<file path="src/rtl/rotate_sequencer_pkg.sv">
// Shared definitions for the rotate sequencer: state encodings and default sizes.
package rotate_sequencer_pkg;

    localparam int DEFAULT_N = 16;
    localparam int DEFAULT_M = 4;

    typedef enum logic [1:0] {
        IDLE   = 2'd0,
        ROTATE = 2'd1,
        DONE   = 2'd2
    } state_t;

endpackage

</file>
<file path="src/rtl/rotate_step.sv">
// Combinational one-bit rotation of an N-bit word; dir=0 rotates right, dir=1 rotates left.
module rotate_step #(
    parameter int N = 16
) (
    input  logic [N-1:0] d,
    input  logic         dir,
    output logic [N-1:0] q
);

    // Single-bit rotate, wrapping the bit shifted out back into the vacated end
    always_comb begin
        q = d;
        if (dir) begin
            q = {d[N-2:0], d[N-1]};
        end else begin
            q = {d[0], d[N-1:1]};
        end
    end

endmodule

</file>
<file path="src/rtl/rotate_sequencer.sv">
// Multi-cycle rotator: accepts an operand, rotates it one bit per clock for
// 'amount' cycles, then holds the result until downstream takes it.
module rotate_sequencer
    import rotate_sequencer_pkg::*;
#(
    parameter int N = DEFAULT_N,
    parameter int M = DEFAULT_M
) (
    input  logic         clk,
    input  logic         reset,
    input  logic         in_valid,
    output logic         in_ready,
    input  logic [N-1:0] i0,
    input  logic [M-1:0] amount,
    input  logic         dir,
    output logic         out_valid,
    input  logic         out_ready,
    output logic [N-1:0] result,
    output logic         busy
);

    state_t         state;
    logic [M-1:0]   count;
    logic           dir_q;
    logic [N-1:0]   stepped;

    rotate_step #(.N(N)) u_step (
        .d   (result),
        .dir (dir_q),
        .q   (stepped)
    );

    // Sequencer FSM: accept in IDLE, step in ROTATE until the count runs out, hold in DONE
    always_ff @(posedge clk or posedge reset) begin
        if (reset) begin
            state  <= IDLE;
            result <= '0;
            count  <= '0;
            dir_q  <= 1'b0;
        end else begin
            case (state)
                IDLE: begin
                    if (in_valid) begin
                        result <= i0;
                        dir_q  <= dir;
                        count  <= amount;
                        state  <= (amount == '0) ? DONE : ROTATE;
                    end
                end
                ROTATE: begin
                    result <= stepped;
                    count  <= count - M'(1);
                    if (count == M'(1)) begin
                        state <= DONE;
                    end
                end
                DONE: begin
                    if (out_ready) begin
                        state <= IDLE;
                    end
                end
                default: state <= IDLE;
            endcase
        end
    end

    // Handshake/status outputs are pure decodes of the registered state
    always_comb begin
        in_ready  = (state == IDLE);
        busy      = (state != IDLE);
        out_valid = (state == DONE);
    end

endmodule

</file>
<file path="config.mk">
export PLATFORM = sky130hd
export DESIGN_NAME = rotate_sequencer
export DESIGN_NICKNAME = d
export VERILOG_FILES = /design/src/rtl/rotate_sequencer_pkg.sv /design/src/rtl/rotate_step.sv /design/src/rtl/rotate_sequencer.sv
export SDC_FILE = /design/constraint.sdc
export NUM_CORES = 1
export LEC_CHECK = 0
export CORE_MARGIN = 4
export CORE_UTILIZATION = 50
export DETAILED_ROUTE_END_ITERATION = 16
export HOLD_SLACK_MARGIN = 0.02
export PLACE_DENSITY = 0.91
export SLEW_MARGIN = 10
export SYNTH_ARGS = -nofsm -noshare
export SYNTH_HDL_FRONTEND = slang
export SYNTH_SLANG_ARGS = --single-unit
</file>
<file path="constraint.sdc">
create_clock -name clk -period 3.7 [get_ports clk]
set_input_delay 0.37 -clock clk [delete_from_list [all_inputs] [get_ports clk]]
set_output_delay 0.37 -clock clk [all_outputs]
set_load 0.005 [all_outputs]
</file>
==> results of run 1 <==
## cell usage after synthesis, drive strengths merged (4+ instances only)
library cell,number,share of area
mux2i,17,0.12
nor2b,13,0.057
inv,6,0.016
a21oi,4,0.014
buf,10,0.044
a221oi,11,0.11
a221o,5,0.035
nor2,9,0.024
o22ai,12,0.052
dfrtp,23,0.40
## registers in the layout (all words and copies together), names as in the netlist
signal,flops
count,4
state,2
dir_q,1
result,16
## critical path, cell delays in order (launching register included)
cell and delay [ns]:
sky130_fd_sc_hd__dfrtp_1 0.78, sky130_fd_sc_hd__nor2b_1 0.26, sky130_fd_sc_hd__clkdlybuf4s50_1 0.53
## cell type report
| cell class | instances | area [um^2] |
|---|---|---|
| Clock buffer | 3 | 22.5 |
| Multi-Input combinational cell | 94 | 773 |
| Inverter | 6 | 22.5 |
| Sequential cell | 23 | 576 |
| Fill cell | 213 | 882 |
| Timing Repair Buffer | 44 | 438 |
| Clock inverter | 1 | 5.00 |
| Tap cell | 31 | 38.8 |
## where the power goes
part	switching, mW	internal [mW]	leakage [nW]
Combinational	0.332	0.501	0.481
Clock	0.0783	0.0404	0.0177
Sequential	0.206	0.372	0.261
Total	0.616	0.914	0.759
## metrics by stage
step | total power [mW] | hold WS (ns) | cells | setup WS (ns)
6_report | 1.53 | 0.525 | 202 | 1.44
5_1_grt | 1.65 | 0.593 | 202 | 1.31
4_1_cts | 1.54 | 0.556 | 202 | 1.43
3_5_place_dp | 1.42 | 0.539 | 198 | 1.47
3_3_place_gp | 1.38 | 0.513 | 198 | 1.56
2_1_floorplan | 1.10 | 0.372 | 133 | 2.40
## path summary, 6_finish.rpt
| check | depth (start not counted) | endpoint | startpoint | slack, ns |
|---|---|---|---|---|
| worst max register to register | 3 | result[9] | state[1] | 1.97 |
| worst max-delay path | 2 | out_valid | state[1] | 1.44 |
| worst min-delay path | 2 | result[13] | reset | 0.52 |
| min in group clk | 1 | count[3] | count[3] | 0.56 |
| max in group asynchronous | 2 | result[1] | reset | 2.63 |
| worst min register to register | 1 | count[3] | count[3] | 0.56 |
## cell families after synthesis
group	count (synthesis)	synth area share
muxes	18	0.126
adders and majority gates	2	0.0174
AOI/OAI and AO/OA	40	0.251
and+or+nand+nor	34	0.144
DFF	23	0.401
buffers and inverters	16	0.0602
## layer usage
metal  wire length (um)  GRT usage
met3                229     0.0294
met1               1540      0.259
met4                 32     0.0424
met2               1870      0.380
met5                  0          0
==> results_tabular.tex, run 1 <==
\begin{tabular}{lr}
\hline
Metric & Value \\
\hline
\multicolumn{2}{l}{\textbf{Global routing}} \\
Pin count of the biggest net entering global routing & 24 \\
Vias in the first global route & 1,281 \\
Initial antenna violation count & 0 \\
Grt ovf & 0 \\
Overall track demand over capacity in global routing & 0.208 \\
Wire length of the first global-routing pass & 5950 um \\
\multicolumn{2}{l}{\textbf{Route}} \\
Post-detailed-route DRC marker count & 0 \\
Vias/cell & 6.21 \\
Count of antenna-violating nets left after detailed routing & 0 \\
Wire per inst & 18.2 um \\
Number of design-rule violations left by the first detailed-router iteration & 51 \\
Aggregate routed wire length & 3670 um \\
Total via count after detailed routing & 1,254 \\
First-pass iteration count of the detailed router & 4 \\
\multicolumn{2}{l}{\textbf{Yosys}} \\
Number of distinct library cell variants in the gate-level netlist after synthesis & 33 \\
Synthesized Nets & 160 \\
Number of flops mapped to enable cells by yosys & 0 \\
Avg Synthesized Cell Area & 10.8 um\^{}2 \\
Yosys synthesis warning count & 0 \\
Async set or reset register ratio after synthesis & 1.00 \\
Netlist area before placement & 1440 um\^{}2 \\
Flip-flop and latch count after synthesis & 23 \\
Most used flip-flop cell after synthesis & sky130\_fd\_sc\_hd\_\_dfrtp\_1 \\
Post-synthesis sequential area ratio & 0.401 \\
Synth Instances & 133 \\
\multicolumn{2}{l}{\textbf{Placement}} \\
Post-DP HPWL & 2730 um \\
Final weighted congestion of routability-driven global placement & 0.873 \\
Placed cell area & 1850 um\^{}2 \\
Port-buffer cells & 43 \\
\multicolumn{2}{l}{\textbf{Layout}} \\
Commonest cells after routing, fill and taps aside & sky130\_fd\_sc\_hd\_\_clkdlybuf4s50\_1 (43), sky130\_fd\_sc\_hd\_\_dfrtp\_1 (23), sky130\_fd\_sc\_hd\_\_mux2i\_1 (17) \\
Ant diodes & 0 \\
Fraction of final layout cells with drive strength greater than 1 & 0.111 \\
Leading cell type in the layout, fill and taps excluded & sky130\_fd\_sc\_hd\_\_clkdlybuf4s50\_1 \\
Relative area change from synthesis to final layout & 30.7\% \\
Layout net count & 199 \\
Final design area excluding fillers & 1880 um\^{}2 \\
Utilization after layout & 0.680 \\
\multicolumn{2}{l}{\textbf{Critical path}} \\
Category of the critical setup timing path & reg2out \\
Data arrival time of the critical path & 1.89 ns \\
Required time reported for the critical path endpoint & 3.33 ns \\
Largest driver fanout on the critical path & 23 \\
Critical path endpoint category & output pin \\
CP Launch Type & register \\
\multicolumn{2}{l}{\textbf{Floorplanning}} \\
Core outline area & 2760 um\^{}2 \\
I/O pin count & 44 \\
Area of the die & 3790 um\^{}2 \\
Floorplan row count & 19 \\
Height of the die & 61.6 um \\
Initial standard-cell utilization of the core & 0.520 \\
Die width & 61.6 um \\
\multicolumn{2}{l}{\textbf{Clock tree}} \\
Number of instances resized during post-cts repair & 0 \\
Depth of the CTS H-tree & 1 \\
CTS root buffer & sky130\_fd\_sc\_hd\_\_clkbuf\_4 \\
CTS buffer count & 3 \\
Number of post-CTS setup repair buffers & 0 \\
CTS sink count & 23 \\
CTS Hold Buffers Added & 0 \\
CTS tree & done \\
Clock transition at path regs & 0.13 ns \\
Buffers from clock root to sink, at most & 2 \\
Clock latency at the later pin of the worst-skew pair & 0.31 ns \\
\multicolumn{2}{l}{\textbf{Power and ir drop}} \\
Power per cell area & 816 nW/um\^{}2 \\
Leak & 0.759 nW \\
Peak supply drop & 682 uV \\
\multicolumn{2}{l}{\textbf{Timing}} \\
RSZ-0062 raised after global routing & false \\
Peak Freq & 0.442 GHz \\
Worst slew slack as a fraction of its limit & 0.406 \\
Count of final hold-check violations & 0 \\
Transition at the pin with the smallest max-transition slack & 0.890 ns \\
Ratio of final minimum period to clock period & 0.611 \\
Shortest period the worst path allows & 2.26 ns \\
Worst clock skew & 0.00608 ns \\
Setup violations, final & 0 \\
Final TNS setup & 0 ns \\
Max Slew Vio Count & 0 \\
\multicolumn{2}{l}{\textbf{Flow run}} \\
Max cap viols & 0 \\
\multicolumn{2}{l}{\textbf{Outcome}} \\
Run status & finished clean \\
\multicolumn{2}{l}{\textbf{Min path}} \\
Kind of path behind the tightest hold check & in2async \\
\hline
\end{tabular}
Note: power is estimated with default switching activity, not from simulation.
==> run 2: changes to the inputs <==
--- a/config.mk
+++ b/config.mk
@@ -6,10 +6,10 @@
 export NUM_CORES = 1
 export LEC_CHECK = 0
 export CORE_MARGIN = 4
-export CORE_UTILIZATION = 50
+export CORE_UTILIZATION = 42
 export DETAILED_ROUTE_END_ITERATION = 16
 export HOLD_SLACK_MARGIN = 0.02
-export PLACE_DENSITY = 0.91
+export PLACE_DENSITY = 0.82
 export SLEW_MARGIN = 10
 export SYNTH_ARGS = -nofsm -noshare
 export SYNTH_HDL_FRONTEND = slang
==> constraint.sdc (replaced) <==
create_clock -name clk -period 1.9 [get_ports clk]
set_input_delay 0.19 -clock clk [delete_from_list [all_inputs] [get_ports clk]]
set_output_delay 0.19 -clock clk [all_outputs]
set_load 0.005 [all_outputs]
==> run 2 against run 1 <==
  * Cell count increased by 9.4%
  * Via count decreased by 1.5%
  * Non-clock buffer count increased by 6
  * Power increased by 98%
  * Flip-flop and latch count unchanged
  * Largest cell class unchanged
==> results_tabular.tex, run 2 (synthesis gave the netlist of run 1 again) <==
\begin{tabular}{lr}
\hline
Metric & Value \\
\hline
\multicolumn{2}{l}{\textbf{Outcome}} \\
Run status & finished clean \\
\multicolumn{2}{l}{\textbf{Clock tree}} \\
CTS tree & done \\
Depth of the CTS H-tree & 1 (unchanged) \\
CTS root buffer & sky130\_fd\_sc\_hd\_\_clkbuf\_4 \\
CTS Hold Buffers Added & 0 (unchanged) \\
Number of post-CTS setup repair buffers & 0 (unchanged) \\
Clock latency at the later pin of the worst-skew pair & 0.31 ns (about the same) \\
CTS sink count & 23 (unchanged) \\
CTS buffer count & 3 (unchanged) \\
Clock transition at path regs & 0.13 ns (about the same) \\
Buffers from clock root to sink, at most & 2 (unchanged) \\
\multicolumn{2}{l}{\textbf{Route}} \\
Vias/cell & 5.59 (-10\%) \\
First-pass iteration count of the detailed router & 4 (unchanged) \\
Aggregate routed wire length & 3760 um (+2.5\%) \\
Post-detailed-route DRC marker count & 0 (unchanged) \\
Count of antenna-violating nets left after detailed routing & 0 (unchanged) \\
Wire per inst & 17.0 um (-6.3\%) \\
Total via count after detailed routing & 1,235 (-1.5\%) \\
Number of design-rule violations left by the first detailed-router iteration & 59 (+16\%) \\
\multicolumn{2}{l}{\textbf{Placement}} \\
Placed cell count & 217 (+9.6\%) \\
Post-DP HPWL & 2870 um (+5.1\%) \\
Port-buffer cells & 43 (unchanged) \\
Final weighted congestion of routability-driven global placement & 0.795 (-9.0\%) \\
\multicolumn{2}{l}{\textbf{Layout}} \\
Fraction of final layout cells with drive strength greater than 1 & 0.141 (+0.0301) \\
Leading cell type in the layout, fill and taps excluded & sky130\_fd\_sc\_hd\_\_clkdlybuf4s50\_1 \\
Utilization after layout & 0.614 (-0.0658) \\
Number of flip-flops in the largest register & 16 (unchanged) \\
Register ranked first by flip-flop count & result \\
Register Area & 577 um\^{}2 (+0.22\%) \\
Commonest cells after routing, fill and taps aside & sky130\_fd\_sc\_hd\_\_clkdlybuf4s50\_1 (43), sky130\_fd\_sc\_hd\_\_dfrtp\_1 (22), sky130\_fd\_sc\_hd\_\_mux2i\_1 (17) \\
Area of combinational cells with multiple inputs & 773 um\^{}2 (unchanged) \\
Largest registers & result: 16 flops, count: 4 flops, state: 2 flops \\
Number of fill cells in the layout & 275 (+29\%) \\
Ant diodes & 0 (unchanged) \\
Relative area change from synthesis to final layout & 35.0\% \\
Layout net count & 205 (+3.0\%) \\
Final std cells w/o fill & 221 (+9.4\%) \\
\multicolumn{2}{l}{\textbf{Timing}} \\
Worst slew slack as a fraction of its limit & 0.567 (+0.161) \\
Transition at the pin with the smallest max-transition slack & 0.649 ns (-0.242 ns) \\
WHS & 0.196 ns (-0.329 ns) \\
Peak Freq & 0.560 GHz \\
Final TNS setup & 0 ns (unchanged) \\
Ratio of final minimum period to clock period & 0.941 \\
Setup violations, final & 0 (unchanged) \\
Worst clock skew & 0.00481 ns (-0.00127 ns) \\
Max Slew Vio Count & 0 (unchanged) \\
RSZ-0062 raised after global routing & false \\
Shortest period the worst path allows & 1.79 ns \\
Count of final hold-check violations & 0 (unchanged) \\
\multicolumn{2}{l}{\textbf{Power and ir drop}} \\
Leak & 0.785 nW (+3.4\%) \\
Peak supply drop & 895 uV (+31\%) \\
Power per cell area & 1560 nW/um\^{}2 (+92\%) \\
\multicolumn{2}{l}{\textbf{Critical path}} \\
Biggest cell delay along the critical path & 0.60 ns (-0.18 ns) \\
List of cells traversed by the critical path & nor2\_1 > inv\_1 > clkdlybuf4s50\_1 \\
Data arrival time of the critical path & 1.60 ns (-0.29 ns) \\
Highest-delay cell along the critical path & sky130\_fd\_sc\_hd\_\_dfrtp\_1 \\
Category of the critical setup timing path & reg2out \\
Largest driver fanout on the critical path & 12 (-48\%) \\
Critical path endpoint category & output pin \\
CP Launch Type & register \\
Kind of cell adding the most delay to the critical path & flip-flops \\
Critical path buffers and inverters & 2 (+1) \\
Required time reported for the critical path endpoint & 1.71 ns (-1.62 ns) \\
\multicolumn{2}{l}{\textbf{Flow run}} \\
Max cap viols & 0 (unchanged) \\
\multicolumn{2}{l}{\textbf{Floorplanning}} \\
Height of the die & 66.5 um (+7.9\%) \\
Core outline area & 3150 um\^{}2 (+14\%) \\
Die width & 66.5 um (+7.9\%) \\
Floorplan row count & 20 (+1) \\
Area of the die & 4420 um\^{}2 (+16\%) \\
Initial standard-cell utilization of the core & 0.455 (-0.0653) \\
I/O pin count & 44 (unchanged) \\
\multicolumn{2}{l}{\textbf{Global routing}} \\
Vias in the first global route & 1,352 (+5.5\%) \\
Pin count of the biggest net entering global routing & 24 (unchanged) \\
Wire length of the first global-routing pass & 6470 um (+8.6\%) \\
Overall track demand over capacity in global routing & 0.190 (-0.0184) \\
Initial antenna violation count & 0 (unchanged) \\
Grt ovf & 0 (unchanged) \\
\multicolumn{2}{l}{\textbf{Min path}} \\
Kind of path behind the tightest hold check & in2async \\
\hline
\end{tabular}
==> run 2: path summary, 6_finish.rpt <==
kind / start / to / slack [ns] / depth (start not counted)
setup / recovery: state[0] / busy / 0.11 / 3
hold / removal: reset / result[0] / 0.20 / 3
setup reg to reg: state[0] / count[3] / 0.32 / 3
hold reg to reg: count[3] / count[3] / 0.56 / 1
max in group asynchronous: reset / state[1] / 1.44 / 3
min in group clk: out_ready / state[1] / 0.46 / 4
==> run 2: what timing repair did <==
item | CTS | global route
resized for setup | 0 | 1
setup endpoints to repair | 0 | 1
endpoints found under the hold margin | 0 | 0
==> run 2: routing by layer <==
| metal | vias up | global-route usage | part of all wire |
|---|---|---|---|
| met2 | 33 | 0.330 | 0.49 |
| met4 | 0 | 0.0660 | 0.016 |
| met3 | 8 | 0.0304 | 0.041 |
| li1 | 598 | - | - |
| met5 | - | 0 | 0 |
| met1 | 596 | 0.236 | 0.45 |
==> run 2: area by class of cell <==
type,count,area share
tap,44,0.0284
sequential,23,0.298
multi-input combinational,94,0.399
inverter,6,0.0116
clock buffer,4,0.0136
timing repair buffer,50,0.249
==> run 2: where the power goes <==
part	total (mW)	internal, mW	switching (mW)	leakage [nW]
logic	1.71	1.01	0.700	0.510
registers	1.09	0.727	0.359	0.260
clock network	0.233	0.0821	0.151	0.0150
total	3.03	1.82	1.21	0.785
==> run 2: through the flow <==
stage / setup WS [ns] / total power, mW / cell area (um^2)
6_report: 0.113 / 3.03 / 1940
5_1_grt: 0.0117 / 3.27 / 1940
4_1_cts: 0.0294 / 3.05 / 1940
3_5_place_dp: 0.260 / 2.81 / 1910
3_3_place_gp: 0.346 / 2.74 / 1910
2_1_floorplan: 0.597 / 2.15 / 1440
==> run 2: worst min-delay path: cells and delay by family <==
family / cells / cell delay [ns]
buffers and inverters: 3 / 0.73
